--- src/rtl/demux_1x2_buffered.sv ---
// Splits a serialized valid-qualified word stream back into two lanes, strictly
// alternating lane 0 / lane 1, with a small FIFO per lane drained by its own pop.
module demux_1x2_buffered #(
    parameter int WIDTH = 2,
    parameter int DEPTH = 2
) (
    input  logic             clk,
    input  logic             reset_L,
    input  logic [WIDTH-1:0] data_in,
    input  logic             valid_in,
    output logic             ready_in,
    input  logic             pop0,
    input  logic             pop1,
    output logic [WIDTH-1:0] data_out0,
    output logic [WIDTH-1:0] data_out1,
    output logic             valid_out0,
    output logic             valid_out1,
    output logic             full0,
    output logic             full1
);

    localparam int AW = (DEPTH > 1) ? $clog2(DEPTH) : 1;
    localparam int CW = $clog2(DEPTH + 1);
    localparam logic [CW-1:0] COUNT_FULL = CW'(DEPTH);

    logic             r_sel;
    logic [WIDTH-1:0] r_mem    [2][DEPTH];
    logic [AW-1:0]    r_wr_ptr [2];
    logic [AW-1:0]    r_rd_ptr [2];
    logic [CW-1:0]    r_count  [2];

    logic             w_full   [2];
    logic             w_valid  [2];
    logic             w_push   [2];
    logic             w_pop    [2];
    logic             w_accept;

    // ready_in is a function of registered state only, so a pop never
    // combinationally opens the input path.
    always_comb begin
        for (int l = 0; l < 2; l++) begin
            w_full[l]  = (r_count[l] == COUNT_FULL);
            w_valid[l] = (r_count[l] != '0);
        end
        ready_in  = r_sel ? ~w_full[1] : ~w_full[0];
        w_accept  = valid_in & ready_in;
        w_push[0] = w_accept & ~r_sel;
        w_push[1] = w_accept & r_sel;
        w_pop[0]  = pop0 & w_valid[0];
        w_pop[1]  = pop1 & w_valid[1];
    end

    // NOTE: storage is reset too, so data_out reads 0 (not X) after reset
    // even though consumers are expected to qualify it with valid_out.
    always_ff @(posedge clk or negedge reset_L) begin
        if (!reset_L) begin
            r_sel <= 1'b0;
            for (int l = 0; l < 2; l++) begin
                r_wr_ptr[l] <= '0;
                r_rd_ptr[l] <= '0;
                r_count[l]  <= '0;
                for (int e = 0; e < DEPTH; e++) begin
                    r_mem[l][e] <= '0;
                end
            end
        end else begin
            // NOTE: non-blocking assignments throughout, so every lane sees
            // the pre-edge value of r_sel and the pointers.
            if (w_accept) begin
                r_sel <= ~r_sel;
            end
            for (int l = 0; l < 2; l++) begin
                if (w_push[l]) begin
                    r_mem[l][r_wr_ptr[l]] <= data_in;
                    r_wr_ptr[l]           <= r_wr_ptr[l] + 1'b1;
                end
                if (w_pop[l]) begin
                    r_rd_ptr[l] <= r_rd_ptr[l] + 1'b1;
                end
                case ({w_push[l], w_pop[l]})
                    2'b10:   r_count[l] <= r_count[l] + CW'(1);
                    2'b01:   r_count[l] <= r_count[l] - CW'(1);
                    default: r_count[l] <= r_count[l];
                endcase
            end
        end
    end

    assign data_out0  = r_mem[0][r_rd_ptr[0]];
    assign data_out1  = r_mem[1][r_rd_ptr[1]];
    assign valid_out0 = w_valid[0];
    assign valid_out1 = w_valid[1];
    assign full0      = w_full[0];
    assign full1      = w_full[1];

endmodule

--- config.mk ---
export PLATFORM = sky130hd
export DESIGN_NAME = demux_1x2_buffered
export DESIGN_NICKNAME = d
export VERILOG_FILES = /design/src/rtl/demux_1x2_buffered.sv
export SDC_FILE = /design/constraint.sdc
export NUM_CORES = 1
export LEC_CHECK = 0
export ABC_AREA = 1
export BUFFER_PORTS_ARGS = -buffer_cell sky130_fd_sc_hd__buf_2
export CAP_MARGIN = 0
export CORE_MARGIN = 4
export CORE_UTILIZATION = 35
export DETAILED_ROUTE_END_ITERATION = 6
export MAX_ROUTING_LAYER = met4
export PLACE_DENSITY_LB_ADDON = 0.1
export SLEW_MARGIN = 10
export SYNTH_ARGS = -nofsm -noshare
export SYNTH_HDL_FRONTEND = slang
export SYNTH_SLANG_ARGS = --single-unit
--- constraint.sdc ---
create_clock -name clk -period 3.6 [get_ports clk]
set_input_delay 0.54 -clock clk [delete_from_list [all_inputs] [get_ports clk]]
set_output_delay 0.54 -clock clk [all_outputs]
set_load 0.02 [all_outputs]
; ---- Yosys cells after proc, flatten, opt, wreduce, memory -nomap -nowiden
; Cells that the tools add are included.
[word_totals]
reg_bits = 17
in_bits = 7
wordCells = 64
out_inout_bits = 9
[classes]
n_addsub = 8
n_reduce_logical = 6
n_mux = 15
eq_ne = 6
bitwise_logic = 12
order_cmp = 6
[op_table]
columns = op, count
row1 = 2-bit 2-to-1 mux, 8
row2 = 4-bit bitwise mux, 2
row3 = "2-bit equality test, second input constant", 4
row4 = "2-bit greater-or-equal comparator, second input constant", 4
row5 = 1-bit inverter with 2-bit output, 4
row6 = 2-bit one-hot mux with 2 select lines, 2
row7 = 2-bit nonzero test, 4
row8 = 1-bit AND, 5
row9 = "1-bit adder, second input constant", 4
row10 = "2-bit by 1-bit adder with 2-bit output, second input constant", 2
row11 = 2-bit demux with 1-bit select, 2
row12 = "2-bit by 1-bit equality test with 1-bit output, second input constant", 2
row13 = "2-bit by 1-bit < comparator with 1-bit output, second input constant", 2
row14 = "2-bit by 1-bit subtractor with 2-bit output, second input constant", 2
row15 = 1-bit inverter, 3
row16 = 1-bit logical AND, 2
row17 = 1-bit 2-to-1 mux, 1

; ---- Logic depth before layout (Yosys ltp)
; Gate-level depths: netlist of the first run.
[depth]
ltp_word = 7
ltp_mapped = 9
depth_no_buf = 9

; ---- Worst setup path before layout of the first run
; No wires, ideal clock.
[synth_timing]
kind = reg2reg
start = reg r_count[0] (netlist bit)
end = reg r_count[1] (netlist bit)
arrival_time_ns = 1.431
setup_slack_ns = 2.047
stages_incl_launch_ff = 9
setup_ns = 0.123
path_buffers = 0
required_time_ns = 3.477
synth_period_minus_slack_ns = 1.553
cell_sequence = dfrtp_1 inv_1 nand2_1 nand2_1 inv_1 ha_1 inv_1 nand3_1 xor2_1
[synth_rtl]
columns = item, line
row1 = start: declaration, 30  ; logic [CW-1:0] r_count [2];
row2 = start signal: indexed assignment, 81  ; 2'b10: r_count[l] <= r_count[l] + CW'(1);
row3 = start signal: indexed assignment, 82  ; 2'b01: r_count[l] <= r_count[l] - CW'(1);
row4 = start signal: indexed assignment, 83  ; default: r_count[l] <= r_count[l];

; ---- Final worst setup path of the first run
[layout_timing]
start = reg r_count[2] (netlist bit)
end = out ready_in
[layout_between]
elab_chain_cells = 3
[layout_lines]
columns = item, line
row1 = 2-bit equality test, 42  ; w_full[l] = (r_count[l] == COUNT_FULL);
row2 = 1-bit inverter, 45  ; ready_in = r_sel ? ~w_full[1] : ~w_full[0];
row3 = 1-bit 2-to-1 mux, 45
row4 = end: declaration, 11  ; output logic ready_in,
; No other way between the ends.

==> flow_metrics.env, run 1 <==
export IMPL_status="completed"
export IMPL_io_buffers=15
export IMPL_initial_core_util_pct=38.1
export IMPL_clk_latency_ns=0.29
export IMPL_power_frac_comb_pct=51.6
export IMPL_slew_viol_final=0
export IMPL_syn_instance_count=106
export IMPL_holdCritPathClass="input pin to async pin"
export IMPL_cts_tree="built"
export IMPL_cp_required_ns=3.06
export IMPL_cts_buffers=3
export IMPL_p_sw_mw=0.463
export IMPL_cp_buffers_inverters=2
export IMPL_swShare_pct=47.4
export IMPL_ir_worst_vdd_mv=0.435
export IMPL_layout_commonest_cell="nand2_1"
export IMPL_rows=17
export IMPL_dr_pass1_iters=4
export IMPL_dr_total_vias=736
export IMPL_endpoint_kind="output pin"
export IMPL_diodes=0
export IMPL_grt_pass1_wl_mm=3.13
export IMPL_cap_violations=0
export IMPL_grt_pass1_vias=733
export IMPL_core_area_sq_um=2300
export IMPL_power_frac_seq_pct=38.0
export IMPL_die_w_um=58.0
export IMPL_antenna_found_initial=0
export IMPL_dieHeight_um=58.0
export IMPL_r2r_slack_ns=2.05
export IMPL_path_class="register to output pin"
export IMPL_finalWirelength_mm=1.85
export IMPL_crit_family="flip-flops"
export IMPL_setup_tns_ns=0
export IMPL_drtAntennaViolNets=0
export IMPL_yosysUniqueCellTypes=13
export IMPL_seq_area_frac_synth_pct=48.6
export IMPL_ctsHoldBuffers=0
export IMPL_p_int_mw=0.515
export IMPL_post_route_period_util_pct=54.2
export IMPL_slowest_delay_ns=0.41
export IMPL_stdcell_area_sq_um=1010
export IMPL_final_cell_mix="nand2_1 (45), dfrtp_1 (17), inv_1 (16)"
export IMPL_synth_nets=115
export IMPL_final_nets=134
export IMPL_drc=0
export IMPL_placed_cell_area_sq_um=981
export IMPL_area_growth_pct=15.0
export IMPL_syn_area_sq_um=876
export IMPL_crit_chain="inv_1 -> a21oi_4 -> or2_2 -> buf_2"
export IMPL_start_kind="register"
export IMPL_r2r_start="r_sel$_DFFE_PN0N_"
export IMPL_hold_violations=0
export IMPL_worst_pin_slew_ns=0.404
export IMPL_timing_rr_end="r_count[1]$_DFFE_PN0P_"
export IMPL_avgSynthCellArea_sq_um=8.26
export IMPL_drive_gt1_share_pct=18.5
export IMPL_pre_cts_ws_ns=1.96
export IMPL_clock_sinks=17
export IMPL_cp_startpoint="r_count[2]$_DFFE_PN0P_"
export IMPL_pwr_share_clk_pct=10.5
export IMPL_place_congestion=0.737
export IMPL_hold_slack_ns=0.160
export IMPL_fin_crit_ns=1.95
export IMPL_reg2reg_depth=7
export IMPL_path_clk_slew_ns=0.10
export IMPL_die_area_sq_um=3370
export IMPL_avgViaCountPerCell=4.84
export IMPL_yosysWarningCount=0
export IMPL_htreeDepth=1
export IMPL_io_pins=16
export IMPL_p_per_area_nw_per_um2=972
export IMPL_root_buffer="clkbuf_4"
export IMPL_utilization_pct=43.8
export IMPL_overflow=0
export IMPL_initialDrtViolationCount=33
export IMPL_slowest_stage="dfrtp_1"
export IMPL_cts_setup_buffers=0
export IMPL_grt_max_degree=18
export IMPL_arrival_ns=1.41
export IMPL_slew_headroom_pct=73.1
export IMPL_setup_ws_ns=1.65
export IMPL_setup_viol=0
export IMPL_grt_setup_unrepaired="no"
export IMPL_cts_path_max_buffers=2
export IMPL_track_usage_pct=12.5
export IMPL_dp_hpwl_mm=1.42
export IMPL_avgRoutedWirePerCell_um=12.1
export IMPL_ys_ff_latch=17
export IMPL_p_leak_nw=0.581
export IMPL_fin_skew_ns=0.00589
export IMPL_max_freq_mhz=512
export IMPL_cts_resized_gates=0
export IMPL_critPathMaxFanout=6
power groups by stage:
stage | clock network, mW | registers [mW] | logic, mW
global route | 0.119 | 0.387 | 0.574
detailed placement | 0 | 0.376 | 0.508
floorplan | 0 | 0.355 | 0.389
finish | 0.103 | 0.371 | 0.505
CTS | 0.111 | 0.372 | 0.511
global placement | 0 | 0.373 | 0.498
worst max-delay path by stage:
stage	endpoint	depth (start not counted)	slack, ns
floorplan	r_count[1]$_DFFE_PN0P_	8	2.05
global placement	ready_in	4	1.97
detailed placement	r_count[3]$_DFFE_PN0P_	6	1.96
CTS	ready_in	4	1.63
global route	ready_in	4	1.55
finish	ready_in	4	1.65
layout make-up:
cell class / count / area, sq um
clock buffer: 4 / 26.3
fill: 235 / 1290
inverter: 17 / 63.8
multi-input combinational: 71 / 382
sequential: 17 / 425
tap: 28 / 35.0
timing repair buffer: 15 / 75.1
routing by layer:
metal  global-route usage (%)  wire (um)
met4                     6.95         16
met5                        -          0
met2                     17.6        787
met1                     16.3        946
met3                     3.12         94
synthesized netlist by cell type:
library cell | count | share of area [%]
a21oi_4 | 2 | 3.7
buf_2 | 1 | 0.57
dfrtp_1 | 17 | 49
ha_1 | 2 | 2.9
inv_1 | 16 | 6.9
inv_2 | 1 | 0.43
nand2_1 | 45 | 19
nand2_4 | 1 | 1.3
nand3_1 | 2 | 1.1
nand4_1 | 12 | 8.6
or2_2 | 1 | 0.71
xnor2_1 | 2 | 2.0
xor2_1 | 4 | 4.0
flip-flops by register name, summed over array words and instances, names as in the netlist:
signal,count
r_mem,8
r_rd_ptr,2
r_sel,1
r_wr_ptr,2
r_count,4
kinds of logic (layout without fill, tap and decap cells):
family | count (synthesis) | count (layout) | synth area share (%)
xor gates and xnor gates | 6 | 6 | 6.00
DFF | 17 | 17 | 48.6
adders and majority gates | 2 | 2 | 2.86
and+or+nand+nor | 61 | 61 | 31.0
buffers and inverters | 18 | 36 | 7.86
AOI/OAI and AO/OA | 2 | 2 | 3.71
metrics by stage:
step                power (mW)  instances
finish                   0.979        152
global route              1.08        152
detailed placement       0.884        148
floorplan                0.744        106
CTS                      0.994        152
global placement         0.871        148
Note: power is estimated with default switching activity, not from simulation.
==> run 2: changes to the inputs <==
clock period = 1.6 ns   (was 3.6 ns; I/O delays follow)
==> flow_metrics.env, run 2 (synthesized netlist as in run 1, its figures left out) <==
export IMPL_htreeDepth=1
export IMPL_stdcell_area_sq_um=1100
export IMPL_cts_path_max_buffers=2
export IMPL_antenna_found_initial=0
export IMPL_initialDrtViolationCount=23
export IMPL_grt_pass1_vias=715
export IMPL_overflow=0
export IMPL_path_clk_slew_ns=0.10
export IMPL_diodes=0
export IMPL_start_kind="register"
export IMPL_avgViaCountPerCell=4.71
export IMPL_finalNonFillerCells=160
export IMPL_cts_tree="built"
export IMPL_dr_total_vias=754
export IMPL_fin_crit_ns=1.51
export IMPL_root_buffer="clkbuf_4"
export IMPL_grt_pass1_wl_mm=3.17
export IMPL_p_total_mw=2.41
export IMPL_die_w_um=58.0
export IMPL_worst_pin_slew_ns=0.380
export IMPL_setup_viol=0
export IMPL_io_buffers=15
export IMPL_initial_core_util_pct=38.1
export IMPL_die_area_sq_um=3370
export IMPL_area_growth_pct=25.4
export IMPL_final_nets=142
export IMPL_core_area_sq_um=2300
export IMPL_place_congestion=0.734
export IMPL_p_per_area_nw_per_um2=2190
export IMPL_io_pins=16
export IMPL_avgRoutedWirePerCell_um=11.5
export IMPL_status="completed"
export IMPL_track_usage_pct=12.6
export IMPL_drtAntennaViolNets=0
export IMPL_cts_buffers=3
export IMPL_drc=0
export IMPL_dp_cells=150
export IMPL_clk_latency_ns=0.29
export IMPL_endpoint_kind="output pin"
export IMPL_final_cell_mix="nand2_1 (43), dfrtp_1 (16), inv_1 (14), buf_2 (14), nand4_1 (12)"
export IMPL_largest_register="r_mem"
export IMPL_largest_register_ffs=8
export IMPL_fin_skew_ns=0.00298
export IMPL_grt_max_degree=18
export IMPL_drive_gt1_share_pct=28.0
export IMPL_critPathMaxFanout=4
export IMPL_placed_cell_area_sq_um=996
export IMPL_finalWirelength_mm=1.84
export IMPL_utilization_pct=47.8
export IMPL_post_route_period_util_pct=94.5
export IMPL_dp_hpwl_mm=1.39
export IMPL_cap_violations=0
export IMPL_ir_worst_vdd_mv=1.04
export IMPL_setup_tns_ns=0
export IMPL_layout_commonest_cell="nand2_1"
export IMPL_clock_sinks=17
export IMPL_max_freq_mhz=662
export IMPL_grt_setup_unrepaired="no"
export IMPL_slew_viol_final=0
export IMPL_holdCritPathClass="input pin to register"
export IMPL_top_regs="r_mem (8), r_count (4)"
export IMPL_path_class="register to output pin"
export IMPL_rows=17
export IMPL_cp_required_ns=1.36
export IMPL_dr_pass1_iters=4
export IMPL_slew_headroom_pct=74.6
export IMPL_hold_violations=0
export IMPL_arrival_ns=1.27
export IMPL_p_leak_nw=0.622
export IMPL_dieHeight_um=58.0
[run 2: changes by cell type in the layout (fill, tap and decap cells not counted), sizes merged]
cell         delta
clkinv          +1
buf             +7
clkbuf          -1
dlygate4sd3     +1
[run 2: path summary, 6_finish.rpt]
| kind | startpoint | to | slack [ns] | depth (start not counted) |
|---|---|---|---|---|
| min in group asynchronous | reset_L | r_rd_ptr[0]$_DFFE_PN0P_ | 0.39 | 2 |
| worst max-delay path | r_count[2]$_DFFE_PN0P_ | ready_in | 0.09 | 4 |
| worst max register to register | r_sel$_DFFE_PN0N_ | r_count[1]$_DFFE_PN0P_ | 0.12 | 7 |
| max in group asynchronous | reset_L | r_sel$_DFFE_PN0N_ | 0.92 | 2 |
| worst min register to register | r_mem[3]$_DFFE_PN0P_ | r_mem[3]$_DFFE_PN0P_ | 0.50 | 2 |
| worst min-delay path | pop0 | r_rd_ptr[1]$_DFFE_PN0P_ | 0.21 | 3 |
[run 2: what timing repair did]
item | in CTS | in global routing
gates resized for setup | 3 | 6
hold endpoints to repair | 17 | 0
endpoints found under the setup margin | 2 | 3
setup buffers | 1 | 4
gates cloned | 0 | 0
pin swaps | 0 | 2
hold buffers | 1 | 0
[run 2: area by class of cell]
type / instances / area [sq um]
Fill cell: 244 / 1200
Sequential cell: 17 / 427
Multi-Input combinational cell: 71 / 402
Timing Repair Buffer: 23 / 144
Inverter: 17 / 63.8
Tap cell: 28 / 35.0
Clock buffer: 3 / 22.5
Clock inverter: 1 / 5.00
[run 2: metal layers]
metal | vias up | part of all wire (%) | GRT usage [%]
met5 | - | 0 | -
met4 | 0 | 0.92 | 1.99
met3 | 2 | 7.4 | 4.01
met2 | 27 | 43 | 18.5
met1 | 336 | 49 | 17.1
li1 | 389 | - | -
[run 2: through the flow]
stage	hold WS [ns]	worst slack [ns]
after floorplan	-0.0556	0.0466
after global placement	0.186	0.0606
after detailed placement	0.184	0.0140
after CTS	0.227	0.00393
after global routing	0.222	0.00538
final	0.209	0.0883
[run 2: where the power goes]
| group | internal, mW | switching, mW |
|---|---|---|
| registers | 0.650 | 0.181 |
| logic | 0.573 | 0.777 |
| clock network | 0.0930 | 0.135 |
| total | 1.32 | 1.09 |
[run 2: critical path: stages (launching register included)]
cell	delay, ns
dfrtp_1	0.42
inv_2	0.11
a21oi_4	0.08
or2_4	0.25
buf_6	0.13
